`src/rtl/reg_dump_ctrl_pkg.sv`:
```
// Shared MIPS debug package: dump FSM state encoding and register/byte sizing helpers.
package reg_dump_ctrl_pkg;

    localparam logic [2:0] ST_IDLE = 3'd0;
    localparam logic [2:0] ST_ADDR = 3'd1;
    localparam logic [2:0] ST_CAPT = 3'd2;
    localparam logic [2:0] ST_SEND = 3'd3;
    localparam logic [2:0] ST_DONE = 3'd4;

    localparam int REG_SIZE      = 32;
    localparam int BYTES_PER_REG = REG_SIZE / 8;

    function automatic int bytes_per_reg(input int size);
        return size / 8;
    endfunction

    // Counter width that stays legal when only one byte per register exists.
    function automatic int cnt_width(input int n);
        return (n > 1) ? $clog2(n) : 1;
    endfunction

endpackage

```
`src/rtl/reg_dump_ctrl_if.sv`:
```
// Register-bank read port plus byte stream towards the serial transmitter.
interface reg_dump_ctrl_if #(
    parameter int SIZE         = 32,
    parameter int SIZE_REG_DIR = 5
);
    logic [SIZE_REG_DIR-1:0] o_rd_dir;
    logic [SIZE-1:0]         i_rd_data;
    logic [7:0]              o_byte;
    logic                    o_byte_valid;
    logic                    i_byte_ready;

    modport master (
        output o_rd_dir, o_byte, o_byte_valid,
        input  i_rd_data, i_byte_ready
    );

    modport slave (
        input  o_rd_dir, o_byte, o_byte_valid,
        output i_rd_data, i_byte_ready
    );
endinterface

```
`src/rtl/reg_dump_ctrl.sv`:
```
// Dumps the whole register file, MSB-first, one byte at a time through a
// valid/ready stream while the pipeline is halted.
module reg_dump_ctrl
    import reg_dump_ctrl_pkg::*;
#(
    parameter int SIZE          = 32,
    parameter int NUM_REGISTERS = 32,
    parameter int SIZE_REG_DIR  = $clog2(NUM_REGISTERS)
) (
    input  logic                  clk,
    input  logic                  rst,
    input  logic                  i_start,
    input  logic                  i_abort,
    input  logic                  i_halted,
    reg_dump_ctrl_if.master       bus,
    output logic                  o_busy,
    output logic                  o_done,
    output logic                  o_err
);

    localparam int BPR   = bytes_per_reg(SIZE);
    localparam int CNT_W = cnt_width(BPR);

    localparam logic [CNT_W-1:0]        LAST_BYTE = CNT_W'(BPR - 1);
    localparam logic [SIZE_REG_DIR-1:0] LAST_REG  = SIZE_REG_DIR'(NUM_REGISTERS - 1);

    logic [2:0]              r_state;
    logic [SIZE_REG_DIR-1:0] r_index;
    logic [CNT_W-1:0]        r_byte_cnt;
    logic [SIZE-1:0]         r_shift;
    logic                    r_err;

    logic w_send;
    logic w_in_dump;
    logic w_last_byte;
    logic w_last_reg;

    assign w_send      = (r_state == ST_SEND);
    assign w_in_dump   = (r_state == ST_ADDR) || (r_state == ST_CAPT) || w_send;
    assign w_last_byte = (r_byte_cnt == LAST_BYTE);
    assign w_last_reg  = (r_index == LAST_REG);

    // NOTE: state registers use non-blocking assignments so every register
    // samples the pre-edge values, independent of statement order.
    always_ff @(posedge clk or posedge rst) begin
        if (rst) begin
            r_state    <= ST_IDLE;
            r_index    <= '0;
            r_byte_cnt <= '0;
            r_shift    <= '0;
            r_err      <= 1'b0;
        end else begin
            r_err <= 1'b0;
            // Abort outranks everything, including a transfer in the same cycle.
            if (i_abort) begin
                r_state <= ST_IDLE;
            end else begin
                case (r_state)
                    ST_IDLE: begin
                        if (i_start) begin
                            if (i_halted) begin
                                r_index <= '0;
                                r_state <= ST_ADDR;
                            end else begin
                                r_err <= 1'b1;
                            end
                        end
                    end
                    // One cycle of address setup covers the bank's negedge read.
                    ST_ADDR: r_state <= ST_CAPT;
                    ST_CAPT: begin
                        r_shift    <= bus.i_rd_data;
                        r_byte_cnt <= '0;
                        r_state    <= ST_SEND;
                    end
                    ST_SEND: begin
                        if (bus.i_byte_ready) begin
                            r_shift <= r_shift << 8;
                            if (!w_last_byte) begin
                                r_byte_cnt <= r_byte_cnt + 1'b1;
                            end else if (!w_last_reg) begin
                                r_index <= r_index + 1'b1;
                                r_state <= ST_ADDR;
                            end else begin
                                r_state <= ST_DONE;
                            end
                        end
                    end
                    ST_DONE: r_state <= ST_IDLE;
                    default: r_state <= ST_IDLE;
                endcase
            end
        end
    end

    assign bus.o_rd_dir     = w_in_dump ? r_index : '0;
    assign bus.o_byte_valid = w_send;
    assign bus.o_byte       = w_send ? r_shift[SIZE-1 -: 8] : 8'h00;

    assign o_busy = (r_state != ST_IDLE);
    assign o_done = (r_state == ST_DONE);
    assign o_err  = r_err;

endmodule

```
`src/flat_wrapper.sv`:
```
// flat-port wrapper written by rule: the top's interface ports become plain ports
module reg_dump_ctrl_flat import reg_dump_ctrl_pkg::*;
#(
    parameter int SIZE          = 32,
    parameter int NUM_REGISTERS = 32,
    parameter int SIZE_REG_DIR  = $clog2(NUM_REGISTERS)
)
  (clk, rst, i_start, i_abort, i_halted, o_busy, o_done, o_err, bus_o_rd_dir, bus_o_byte, bus_o_byte_valid, bus_i_rd_data, bus_i_byte_ready);
  reg_dump_ctrl_if #(.SIZE(SIZE), .SIZE_REG_DIR(SIZE_REG_DIR)) bus_i ();
  input  logic clk;
  input  logic rst;
  input  logic i_start;
  input  logic i_abort;
  input  logic i_halted;
  output logic o_busy;
  output logic o_done;
  output logic o_err;
  output wire logic [$bits(bus_i.o_rd_dir)-1:0] bus_o_rd_dir;
  output wire logic [$bits(bus_i.o_byte)-1:0] bus_o_byte;
  output wire logic [$bits(bus_i.o_byte_valid)-1:0] bus_o_byte_valid;
  input wire logic [$bits(bus_i.i_rd_data)-1:0] bus_i_rd_data;
  input wire logic [$bits(bus_i.i_byte_ready)-1:0] bus_i_byte_ready;
  assign bus_o_rd_dir = bus_i.o_rd_dir;
  assign bus_o_byte = bus_i.o_byte;
  assign bus_o_byte_valid = bus_i.o_byte_valid;
  assign bus_i.i_rd_data = bus_i_rd_data;
  assign bus_i.i_byte_ready = bus_i_byte_ready;
  reg_dump_ctrl #(.SIZE(SIZE), .NUM_REGISTERS(NUM_REGISTERS), .SIZE_REG_DIR(SIZE_REG_DIR)) u_core (.clk(clk), .rst(rst), .i_start(i_start), .i_abort(i_abort), .i_halted(i_halted), .bus(bus_i), .o_busy(o_busy), .o_done(o_done), .o_err(o_err));
endmodule
```
`config.mk`:
```
export PLATFORM = sky130hd
export DESIGN_NAME = reg_dump_ctrl_flat
export DESIGN_NICKNAME = d
export VERILOG_FILES = /design/src/rtl/reg_dump_ctrl_pkg.sv /design/src/rtl/reg_dump_ctrl_if.sv /design/src/rtl/reg_dump_ctrl.sv /design/src/flat_wrapper.sv
export SDC_FILE = /design/constraint.sdc
export NUM_CORES = 1
export LEC_CHECK = 0
export CELL_PAD_IN_SITES_DETAIL_PLACEMENT = 0
export CELL_PAD_IN_SITES_GLOBAL_PLACEMENT = 2
export CORE_MARGIN = 4
export CORE_UTILIZATION = 32
export CTS_CLUSTER_DIAMETER = 200
export DETAILED_ROUTE_END_ITERATION = 10
export PLACE_DENSITY = 0.83
export RECOVER_POWER = 50
export SYNTH_ARGS = -nofsm -noshare
export SYNTH_HDL_FRONTEND = slang
export SYNTH_SLANG_ARGS = --single-unit
```
`constraint.sdc`:
```
create_clock -name clk -period 3.3 [get_ports clk]
set_input_delay 0.66 -clock clk [delete_from_list [all_inputs] [get_ports clk]]
set_output_delay 0.66 -clock clk [all_outputs]
set_load 0.03 [all_outputs]
```
==> impl_metrics.toml <==
[synth]
synth.net_count = 261
synth.cell_area_sq_mm = 0.00214
synth_warnings = 0
ys_top_cells_by_area = "dfrtp_1 50%, mux2i_1 13%, nand2_1 7.7%"
synth_top_cell_area_share = 0.504
ys_seq_elements = 43
synth.yosys.seq_area_share = 0.504
netlist_instances = 220
post-synth-top-area-cell = "dfrtp_1"
synth.distinct_cells = 32
syn_area_per_cell_sq_um = 9.71

[setup_path]
worst_setup_path_start_kind = "register"
cp_cell_instances = "nand2_1, or2_2, inv_1, and2_1, clkdlybuf4s50_1"
timing.critical_path.to_type = "output port"
critical_path_required_time_ps = 2640
cp_num_buf_inv = 2
cp.arrival_ps = 2320
worst_path_dominant_cell_family = "buffers and inverters"
criticalPathCategory = "register to output port"
critical_path.max_fanout = 13
slowest_stage = "clkdlybuf4s50_1"
stage_delay_of_the_slowest_cell_on_the_critical_path_ps = 660

[route]
viasPerCell = 4.63
detail_route.iter0.violations = 50
detailedRoute.firstPassIterationCount = 4
route.antenna.remaining_nets = 0
wl_mm = 4.65
remaining_drc_errors = 0
route.detailed.wl_per_inst_um = 13.4
via_count = 1608

[floorplan]
floorplan.initialDensity = 0.333
floorplan.die.height_um = 89.7
dieArea_sq_mm = 0.00805
boundaryPins = 55
die_x_um = 89.7
core_area_sq_mm = 0.00642
core.rowCount = 29

[cts]
clock_latency_ps = 290
h_tree_lvl_count = 2
cts-root-buf = "clkbuf_8"
clkSlewWorstSetupHoldPaths_ps = 80
cts.sinks = 43
cts.hold.buffers_added = 0
number_of_buffers_created_by_cts = 5
cts_repair_resize_count = 0
clock_tree.buffer_depth = 2
tritoncts = "yes"
cts.repair_timing.setup_buffer_count = 0

[power_and_ir_drop]
ir_worst_vdd_v = 0.000209
power.combinational.fraction = 0.201
seqPwrFrac = 0.555
power_density_mw_per_mm2 = 486
p_switching_mw = 0.401
report.power.total_mw = 1.36
p_int_mw = 0.957
clock_network_power_share = 0.243
power.share.switching = 0.295
static-leakage-power_nw = 1.40

[final_layout]
drive_above_1_share = 0.0630
final_stage_net_count = 310
post_layout_nonfiller_instances = 347
n_antenna_cell = 0
layout-area-overhead-vs-synth_pct = 30.9
n_fill_cell = 656

[timing]
hold_slack_ps = 475
rsz0062_at_grt = "no"
achievable-frequency_ghz = 0.336
max_slew.worst_pin.slew_ps = 1650
finClkSkew_ps = 3.90
final-setup-viol-count = 0
slew_violations = 44
finalSetupTns_ps = 0
report.final.hold_viol_count = 0
min_period_ps = 2980
slew_headroom = -0.104
layout_worst_path_cycle_share = 0.903

[placement]
placed_cells_incl_taps = 339
port_buffers = 54
globalplace.congestion = 0.736
dp_hpwl_mm = 3.32

[worst_hold_path]
hold_path_class = "register to register"

[grt]
grt_first_pass_wirelength_mm = 7.98
grt_usage = 0.121
grt_pass1_vias = 1662
grt_start_max_net_pins = 44
antenna_found_initial = 0
grt_overflow_total = 0

[run_status]
run_status = "finished, violations left"
violations_in_the_final_reports = "capacitance limit, slew limit"

[flow_run]
drv_cap = 1
-- Yosys cell counts --
cell       number
a21oi_1         3
a21oi_4         1
a221o_1         1
a22oi_1         1
a31oi_1         1
and2_1         12
and3_1          1
and4b_1         2
buf_2           3
buf_6           3
clkbuf_1        8
clkbuf_2        1
dfrtp_1        43
ha_1            3
inv_1           6
mux2_2          1
mux2i_1        27
nand2_1        44
nand2b_1        1
nand3_1         3
nand3b_1        1
nor2_1          7
nor3_1          6
nor3b_1         1
o21ai_0        32
o21ai_2         1
o22ai_1         1
o2bb2ai_1       1
or2_2           2
or3_1           1
or3_2           1
or3b_4          1
-- tightest hold or removal path, stage by stage (launching register included) --
cell	delay (ps)
dfrtp_1	340
nand2_1	50
o21ai_0	60
-- per-stage QoR --
stage               utilization  setup WS, ps  cell area [sq um]
floorplan                     -          1050               2140
global placement          0.423           615               2720
detailed placement        0.423           594               2720
CTS                       0.436           259               2800
global route              0.436           135               2800
finish                    0.436           320               2800
-- metal layers --
layer	vias up	global-route usage	wire length, um
met5	-	0	0
li1	852	-	-
met1	711	0.163	2260
met2	41	0.194	2180
met4	0	0.0498	48
met3	4	0.0175	161
-- registers in the layout, indices dropped and copies added (netlist names) --
signal and cells:
u_core.r_state 3, u_core.o_err 1, u_core.r_byte_cnt 2, u_core.r_index 5
u_core.r_shift 32
-- logic make-up (layout without fill, tap and decap cells) --
kind of cell             Yosys count  count (layout)  synth area share
flip-flops                        43              43             0.504
AO/OA/AOI/OAI                     42              42             0.112
buffers and inverters             21              71            0.0498
multiplexers                      28              28             0.132
adder cells (fa/ha/maj)            3               3            0.0176
AND/OR/NAND/NOR                   83              83             0.186
-- cell usage in the layout, fill, tap and decap left out, types with 5 or more instances in the layout --
cell             instances
dfrtp_1                 43
clkbuf_8                 5
inv_1                    6
o21ai_0                 32
nor2_1                   7
mux2i_1                 27
nor3_1                   6
nand2_1                 44
and2_1                  12
clkdlybuf4s50_1         52
-- path summary, 6_finish.rpt --
check                      depth (start not counted)                             end                            from  slack (ps)
setup reg to reg                                   7   u_core.r_index[2]$_DFFE_PP0P_   u_core.r_index[0]$_DFFE_PP0P_        1210
min in group asynchronous                          2   u_core.r_shift[0]$_DFFE_PP0P_                             rst        1310
hold / removal                                     2  u_core.r_shift[31]$_DFFE_PP0P_  u_core.r_shift[31]$_DFFE_PP0P_         480
hold reg to reg                                    2  u_core.r_shift[31]$_DFFE_PP0P_  u_core.r_shift[31]$_DFFE_PP0P_         480
max in group asynchronous                          2  u_core.r_shift[25]$_DFFE_PP0P_                             rst        1020
setup / recovery                                   5                   bus_o_byte[6]   u_core.r_state[1]$_DFFE_PP0P_         320
-- power groups by stage --
stage	Sequential, mW	Combinational [mW]	Clock (mW)
3_5_place_dp	0.770	0.280	0
3_3_place_gp	0.761	0.273	0
2_1_floorplan	0.738	0.196	0
5_1_grt	0.777	0.322	0.362
4_1_cts	0.757	0.281	0.339
6_report	0.754	0.274	0.330
-- cell type report --
class / count / area [sq um] / share of cell area
timing repair buffer: 57 / 563 / 0.201
inverter: 6 / 22.5 / 0.00805
tap: 77 / 96.3 / 0.0344
sequential: 43 / 1080 / 0.385
clock inverter: 2 / 12.5 / 0.00447
clock buffer: 6 / 72.6 / 0.0259
multi-input combinational: 156 / 955 / 0.341
(Power assumes the default switching activity.)
